File: src/rtl/fetch_pkg.sv
// Shared definitions for the fetch sequencer: widths, FSM encoding,
// FIFO entry layout and the PC increment helper.
package fetch_pkg;

  localparam int XLEN        = 32;
  localparam int INSTR_BYTES = 4;

  localparam logic [1:0] ST_IDLE  = 2'd0;
  localparam logic [1:0] ST_REQ   = 2'd1;
  localparam logic [1:0] ST_FLUSH = 2'd2;

  typedef struct packed {
    logic [XLEN-1:0] instr;
    logic [XLEN-1:0] pc4;
  } fetch_entry_t;

  function automatic logic [XLEN-1:0] pc_inc(
    input logic [XLEN-1:0] pc
  );
    return pc + XLEN'(INSTR_BYTES);
  endfunction

endpackage

File: src/rtl/fetch_sequencer_if.sv
// Instruction-memory req/ack bus plus the decode-side valid/ready bus
// of the fetch sequencer.
interface fetch_sequencer_if;
  import fetch_pkg::*;

  logic            imem_req;
  logic [XLEN-1:0] imem_addr;
  logic            imem_ack;
  logic [XLEN-1:0] imem_rdata;
  logic            instr_valid;
  logic            instr_ready;
  logic [XLEN-1:0] instruction;
  logic [XLEN-1:0] adderOutput;

  modport master (
    output imem_req,
    output imem_addr,
    input  imem_ack,
    input  imem_rdata,
    output instr_valid,
    input  instr_ready,
    output instruction,
    output adderOutput
  );

  modport slave (
    input  imem_req,
    input  imem_addr,
    output imem_ack,
    output imem_rdata,
    input  instr_valid,
    output instr_ready,
    input  instruction,
    input  adderOutput
  );

endinterface

File: src/rtl/fetch_fifo2.sv
// Two-entry FIFO of {instruction, pc+4}; pop is applied before flush
// and flush overrides push.
module fetch_fifo2
  import fetch_pkg::*;
(
  input  logic         clk,
  input  logic         rst,
  input  logic         i_push,
  input  logic         i_pop,
  input  logic         i_flush,
  input  fetch_entry_t i_data,
  output fetch_entry_t o_head,
  output logic [1:0]   o_count
);

  fetch_entry_t r_mem [2];
  logic         r_rd;
  logic         r_wr;
  logic [1:0]   r_count;
  logic         w_push;
  logic         w_pop;

  assign w_push = i_push && !i_flush;
  assign w_pop  = i_pop && (r_count != 2'd0);

  always_ff @(posedge clk) begin
    if (rst) begin
      r_rd    <= 1'b0;
      r_wr    <= 1'b0;
      r_count <= 2'd0;
    end else if (i_flush) begin
      r_rd    <= 1'b0;
      r_wr    <= 1'b0;
      r_count <= 2'd0;
    end else begin
      if (w_push)
        r_wr <= ~r_wr;
      if (w_pop)
        r_rd <= ~r_rd;
      r_count <= r_count
               + {1'b0, w_push}
               - {1'b0, w_pop};
    end
  end

  always_ff @(posedge clk) begin
    if (w_push)
      r_mem[r_wr] <= i_data;
  end

  assign o_head  = r_mem[r_rd];
  assign o_count = r_count;

endmodule

File: src/rtl/fetch_sequencer.sv
// Fetch sequencer: owns the PC, issues one request at a time to
// instruction memory and buffers up to two instructions for decode.
module fetch_sequencer
  import fetch_pkg::*;
#(
  parameter logic [31:0] RESET_PC = 32'h0000_0000
) (
  input  logic              clk,
  input  logic              rst,
  input  logic              pcSrc,
  input  logic [XLEN-1:0]   branchAddr,
  fetch_sequencer_if.master fbus
);

  logic [1:0]      r_state;
  logic [1:0]      w_state_nxt;
  logic [XLEN-1:0] r_pc;
  logic [XLEN-1:0] w_pc_nxt;
  logic [XLEN-1:0] w_pc4;
  logic            w_push;
  logic            w_pop;
  logic [1:0]      w_count;
  logic [1:0]      w_count_nxt;
  logic            w_room;
  fetch_entry_t    w_entry;
  fetch_entry_t    w_head;

  assign w_pc4  = pc_inc(r_pc);
  assign w_pop  = fbus.instr_valid && fbus.instr_ready;
  assign w_push = (r_state == ST_REQ)
               && fbus.imem_ack && !pcSrc;

  // a request only issues when the next-cycle occupancy leaves a slot
  assign w_count_nxt = w_count
                     + {1'b0, w_push}
                     - {1'b0, w_pop};
  assign w_room      = (w_count_nxt < 2'd2);

  assign w_entry.instr = fbus.imem_rdata;
  assign w_entry.pc4   = w_pc4;

  always_comb begin
    w_state_nxt = r_state;
    w_pc_nxt    = r_pc;
    unique case (1'b1)
      (r_state == ST_IDLE): begin
        if (pcSrc || w_room)
          w_state_nxt = ST_REQ;
      end
      (r_state == ST_REQ): begin
        if (pcSrc) begin
          w_state_nxt = fbus.imem_ack
                      ? ST_REQ : ST_FLUSH;
        end else if (fbus.imem_ack) begin
          w_pc_nxt    = w_pc4;
          w_state_nxt = w_room
                      ? ST_REQ : ST_IDLE;
        end
      end
      (r_state == ST_FLUSH): begin
        if (fbus.imem_ack)
          w_state_nxt = ST_REQ;
      end
      default: w_state_nxt = ST_IDLE;
    endcase
    if (pcSrc)
      w_pc_nxt = branchAddr;
  end

  always_ff @(posedge clk) begin
    if (rst) begin
      r_state <= ST_IDLE;
      r_pc    <= RESET_PC;
    end else begin
      r_state <= w_state_nxt;
      r_pc    <= w_pc_nxt;
    end
  end

  fetch_fifo2 u_fifo (
    .clk     (clk),
    .rst     (rst),
    .i_push  (w_push),
    .i_pop   (w_pop),
    .i_flush (pcSrc),
    .i_data  (w_entry),
    .o_head  (w_head),
    .o_count (w_count)
  );

  assign fbus.imem_req    = (r_state == ST_REQ);
  assign fbus.imem_addr   = r_pc;
  assign fbus.instr_valid = (w_count != 2'd0);
  assign fbus.instruction = w_head.instr;
  assign fbus.adderOutput = w_head.pc4;

endmodule
File: src/flat_wrapper.sv
// flat-port wrapper written by rule: the top's interface ports become plain ports
module fetch_sequencer_flat import fetch_pkg::*;
#(
  parameter logic [31:0] RESET_PC = 32'h0000_0000
)
  (clk, rst, pcSrc, branchAddr, fbus_imem_req, fbus_imem_addr, fbus_imem_ack, fbus_imem_rdata, fbus_instr_valid, fbus_instr_ready, fbus_instruction, fbus_adderOutput);
  fetch_sequencer_if fbus_i ();
  input  logic clk;
  input  logic rst;
  input  logic pcSrc;
  input  logic [XLEN-1:0] branchAddr;
  output wire logic [$bits(fbus_i.imem_req)-1:0] fbus_imem_req;
  output wire logic [$bits(fbus_i.imem_addr)-1:0] fbus_imem_addr;
  input wire logic [$bits(fbus_i.imem_ack)-1:0] fbus_imem_ack;
  input wire logic [$bits(fbus_i.imem_rdata)-1:0] fbus_imem_rdata;
  output wire logic [$bits(fbus_i.instr_valid)-1:0] fbus_instr_valid;
  input wire logic [$bits(fbus_i.instr_ready)-1:0] fbus_instr_ready;
  output wire logic [$bits(fbus_i.instruction)-1:0] fbus_instruction;
  output wire logic [$bits(fbus_i.adderOutput)-1:0] fbus_adderOutput;
  assign fbus_imem_req = fbus_i.imem_req;
  assign fbus_imem_addr = fbus_i.imem_addr;
  assign fbus_i.imem_ack = fbus_imem_ack;
  assign fbus_i.imem_rdata = fbus_imem_rdata;
  assign fbus_instr_valid = fbus_i.instr_valid;
  assign fbus_i.instr_ready = fbus_instr_ready;
  assign fbus_instruction = fbus_i.instruction;
  assign fbus_adderOutput = fbus_i.adderOutput;
  fetch_sequencer #(.RESET_PC(RESET_PC)) u_core (.clk(clk), .rst(rst), .pcSrc(pcSrc), .branchAddr(branchAddr), .fbus(fbus_i));
endmodule
File: config.mk
export PLATFORM = sky130hd
export DESIGN_NAME = fetch_sequencer_flat
export DESIGN_NICKNAME = d
export VERILOG_FILES = /design/src/rtl/fetch_pkg.sv /design/src/rtl/fetch_sequencer_if.sv /design/src/rtl/fetch_fifo2.sv /design/src/rtl/fetch_sequencer.sv /design/src/flat_wrapper.sv
export SDC_FILE = /design/constraint.sdc
export NUM_CORES = 1
export LEC_CHECK = 0
export BUFFER_PORTS_ARGS = -buffer_cell sky130_fd_sc_hd__buf_2
export CAP_MARGIN = 10
export CELL_PAD_IN_SITES_DETAIL_PLACEMENT = 0
export CELL_PAD_IN_SITES_GLOBAL_PLACEMENT = 1
export CORE_UTILIZATION = 40
export CTS_BUF_LIST = sky130_fd_sc_hd__clkbuf_8
export DETAILED_ROUTE_END_ITERATION = 8
export GPL_ROUTABILITY_DRIVEN = 0
export GPL_TIMING_DRIVEN = 1
export PLACE_DENSITY_LB_ADDON = 0.2
export SLEW_MARGIN = 20
export SYNTH_ARGS = -nofsm -noshare
export SYNTH_HDL_FRONTEND = slang
export SYNTH_HIERARCHICAL = 1
export SYNTH_SLANG_ARGS = --single-unit
File: constraint.sdc
create_clock -name clk -period 11.22 [get_ports clk]
set_input_delay 1.683 -clock clk [delete_from_list [all_inputs] [get_ports clk]]
set_output_delay 1.683 -clock clk [all_outputs]
set_load 0.1 [all_outputs]
==> results_dict.tcl <==
set metrics [dict create \
    cts_buffers 17 \
    synth_area_leaders "edfxtp_1 (51%), mux2_4 (12%), dfxtp_1 (10%)" \
    cts_sinks 167 \
    crit_cells 3 \
    syn_inst 540 \
    drive_gt1_frac 0.397 \
    nets 767 \
    die_x_microns 140 \
    clock_latency_ns 0.46 \
    synth_cell_types 51 \
    holdWs_ns 0.501 \
    cp_max_fo 46 \
    synth-seq-area-share 0.608 \
    clockBufferDepth 2 \
    setup_violations 0 \
    fillerInstances 1718 \
    initial_core_util 0.408 \
    grt_pass1_vias 4848 \
    vias 4897 \
    ioPinCount 167 \
    yosys.area.top_type "edfxtp_1" \
    post-synth-top-count-cell "edfxtp_1" \
    maxCapViolCount 0 \
    syn_avg_cell_area_sq_um 14.1 \
    synth_top_area_frac 0.506 \
    dr.pass1.iters 7 \
    path_clk_slew_ns 0.10 \
    rows 50 \
    die_y_microns 140 \
    overflow 0 \
    max_freq_mhz 236 \
    run_status "finished, final reports clean" \
    synth_common_cells "edfxtp_1 (128), mux2_4 (60), dfxtp_1 (39), nor2_1 (39), xnor2_1 (24)" \
    cts-root-buf "clkbuf_8" \
    crit_path_top_delay_cell "buf_4" \
    syn_nets 613 \
    startpoint_type "register" \
    vias_per_cell 5.20 \
    finalWorstPathRequiredPeriod_ns 4.24 \
    synthArstFlopShare 0 \
    rsz0062_at_grt "false" \
    synth_edf_count 128 \
    routed_wl_microns 16800 \
    worstSetupPathType "register to output port" \
    required_ns 9.54 \
    final-max-slew-violation-count 0 \
    cts_repair_resize_count 0 \
    cts_hold_buf 0 \
    critPathArrivalTime_ns 2.56 \
    dp_hpwl_microns 11200 \
    r2r_slack_ns 8.33 \
    htree_levels 4 \
    ys_ff_latch 167 \
    grt_antenna_before_repair 0 \
    coreArea_sq_mm 0.0186 \
    max_stage_delay_ns 0.74 \
    diodes 0 \
    track_usage 0.176 \
    crit_family "buffers and inverters" \
    grt_max_degree 65 \
    max_slew_margin 0.327 \
    synth_ff_type "edfxtp_1" \
    post_cts_buffers 0 \
    cts_tree "built" \
    cp-end-kind "output port" \
    min_delay_path_depth 0 \
    tns_ns 0 \
    drtIter0Drc 314 \
    wl_per_cell_microns 17.9 \
    drc 0 \
    powerDensity_mw_per_mm2 151 \
    area_growth_pct 18.3 \
    worstPathCellList "buf_4 -> mux2_4 -> buf_2" \
    postRouteAntennaNets 0 \
    fin_crit_sh 0.378 \
    holdCritPathClass "register to register" \
    ys_warn_count 6 \
    die_area_sq_mm 0.0196 \
    tightestPinTransition_ns 1.00 \
    path_buf_inv 2 \
    grt_pass1_wl_microns 26200 \
    synth_area_sq_mm 0.00760 \
    hold_viol 0 \
    total_leakage_power_nw 3.43 \
    port_buffers 166 \
    ir_drop_mv 0.0654 \
    rr_worst_depth 4 \
    clock_skew_ns 0.0145 \
]
cell usage in the layout (no fill, tap or decap), drive strengths merged, types with 4 or more instances in the layout:
cell / count
or4: 7
o31ai: 4
nor2: 39
dfxtp: 39
edfxtp: 128
nor4: 12
a211oi: 12
inv: 23
a21oi: 4
xor2: 15
xnor2: 24
a311oi: 12
nand2: 21
buf: 171
o21a: 4
o21ai: 7
ha: 4
and4: 7
nand3: 12
clkbuf: 17
a2111oi: 5
nor3: 13
bufinv: 5
mux2: 67
or3: 6
nand4: 13
metal layers:
metal / vias to the layer above / global-route usage / share of wire
met5: - / 0 / 0
met4: 0 / 0.0607 / 0.013
met3: 17 / 0.0444 / 0.055
met2: 160 / 0.283 / 0.47
met1: 2368 / 0.230 / 0.46
li1: 2352 / - / -
sequential cells by signal (all words and copies together) (netlist names), named ones only:
name                   count
u_core/u_fifo/r_wr         1
u_core/fbus.imem_addr     32
u_core/u_fifo/r_rd         1
u_core/u_fifo/r_mem      128
u_core/r_state             2
u_core/u_fifo/o_count      2
cell families after synthesis:
logic type,synth area share
simple gates,0.105
flops,0.608
xor+xnor,0.0479
fa+ha+maj,0.00658
compound gates,0.0594
mux,0.132
buf+inv,0.0416
power by group:
part / internal (mW) / switching [mW]
sequential: 0.679 / 0.0173
clock: 0.271 / 0.231
combinational: 0.0357 / 0.125
total: 0.985 / 0.374
area by class of cell:
cell class,instances,area [sq um],area share
clock buffers,17,234,0.0260
repair buffers,171,868,0.0965
inverters,17,63.8,0.00709
well taps,234,293,0.0325
flip-flops and latches,167,4630,0.514
clock inverters,15,238,0.0264
multi-input cells,320,2670,0.297
final timing paths:
path / from / to
setup / recovery: register / fbus_instruction[28]
hold / removal: u_core/fbus.imem_addr[1] / u_core/u_fifo/r_mem[0][1]
setup reg to reg: u_core/fbus.imem_addr[4] / u_core/fbus.imem_addr[19]
hold reg to reg: u_core/fbus.imem_addr[1] / u_core/u_fifo/r_mem[0][1]
per-stage QoR:
step                std cells  setup slack (ns)   util  power, mW  area [sq um]
floorplan                 540              5.29      -      0.831          7600
global placement          909              7.35  0.457      0.869          8520
detailed placement        909              7.30  0.457      0.872          8520
CTS                       941              6.90  0.483       1.37          9000
global route              941              6.83  0.483       1.41          9000
finish                    941              6.98  0.483       1.36          9000
No activity file was read; power rests on OpenSTA's default activity.
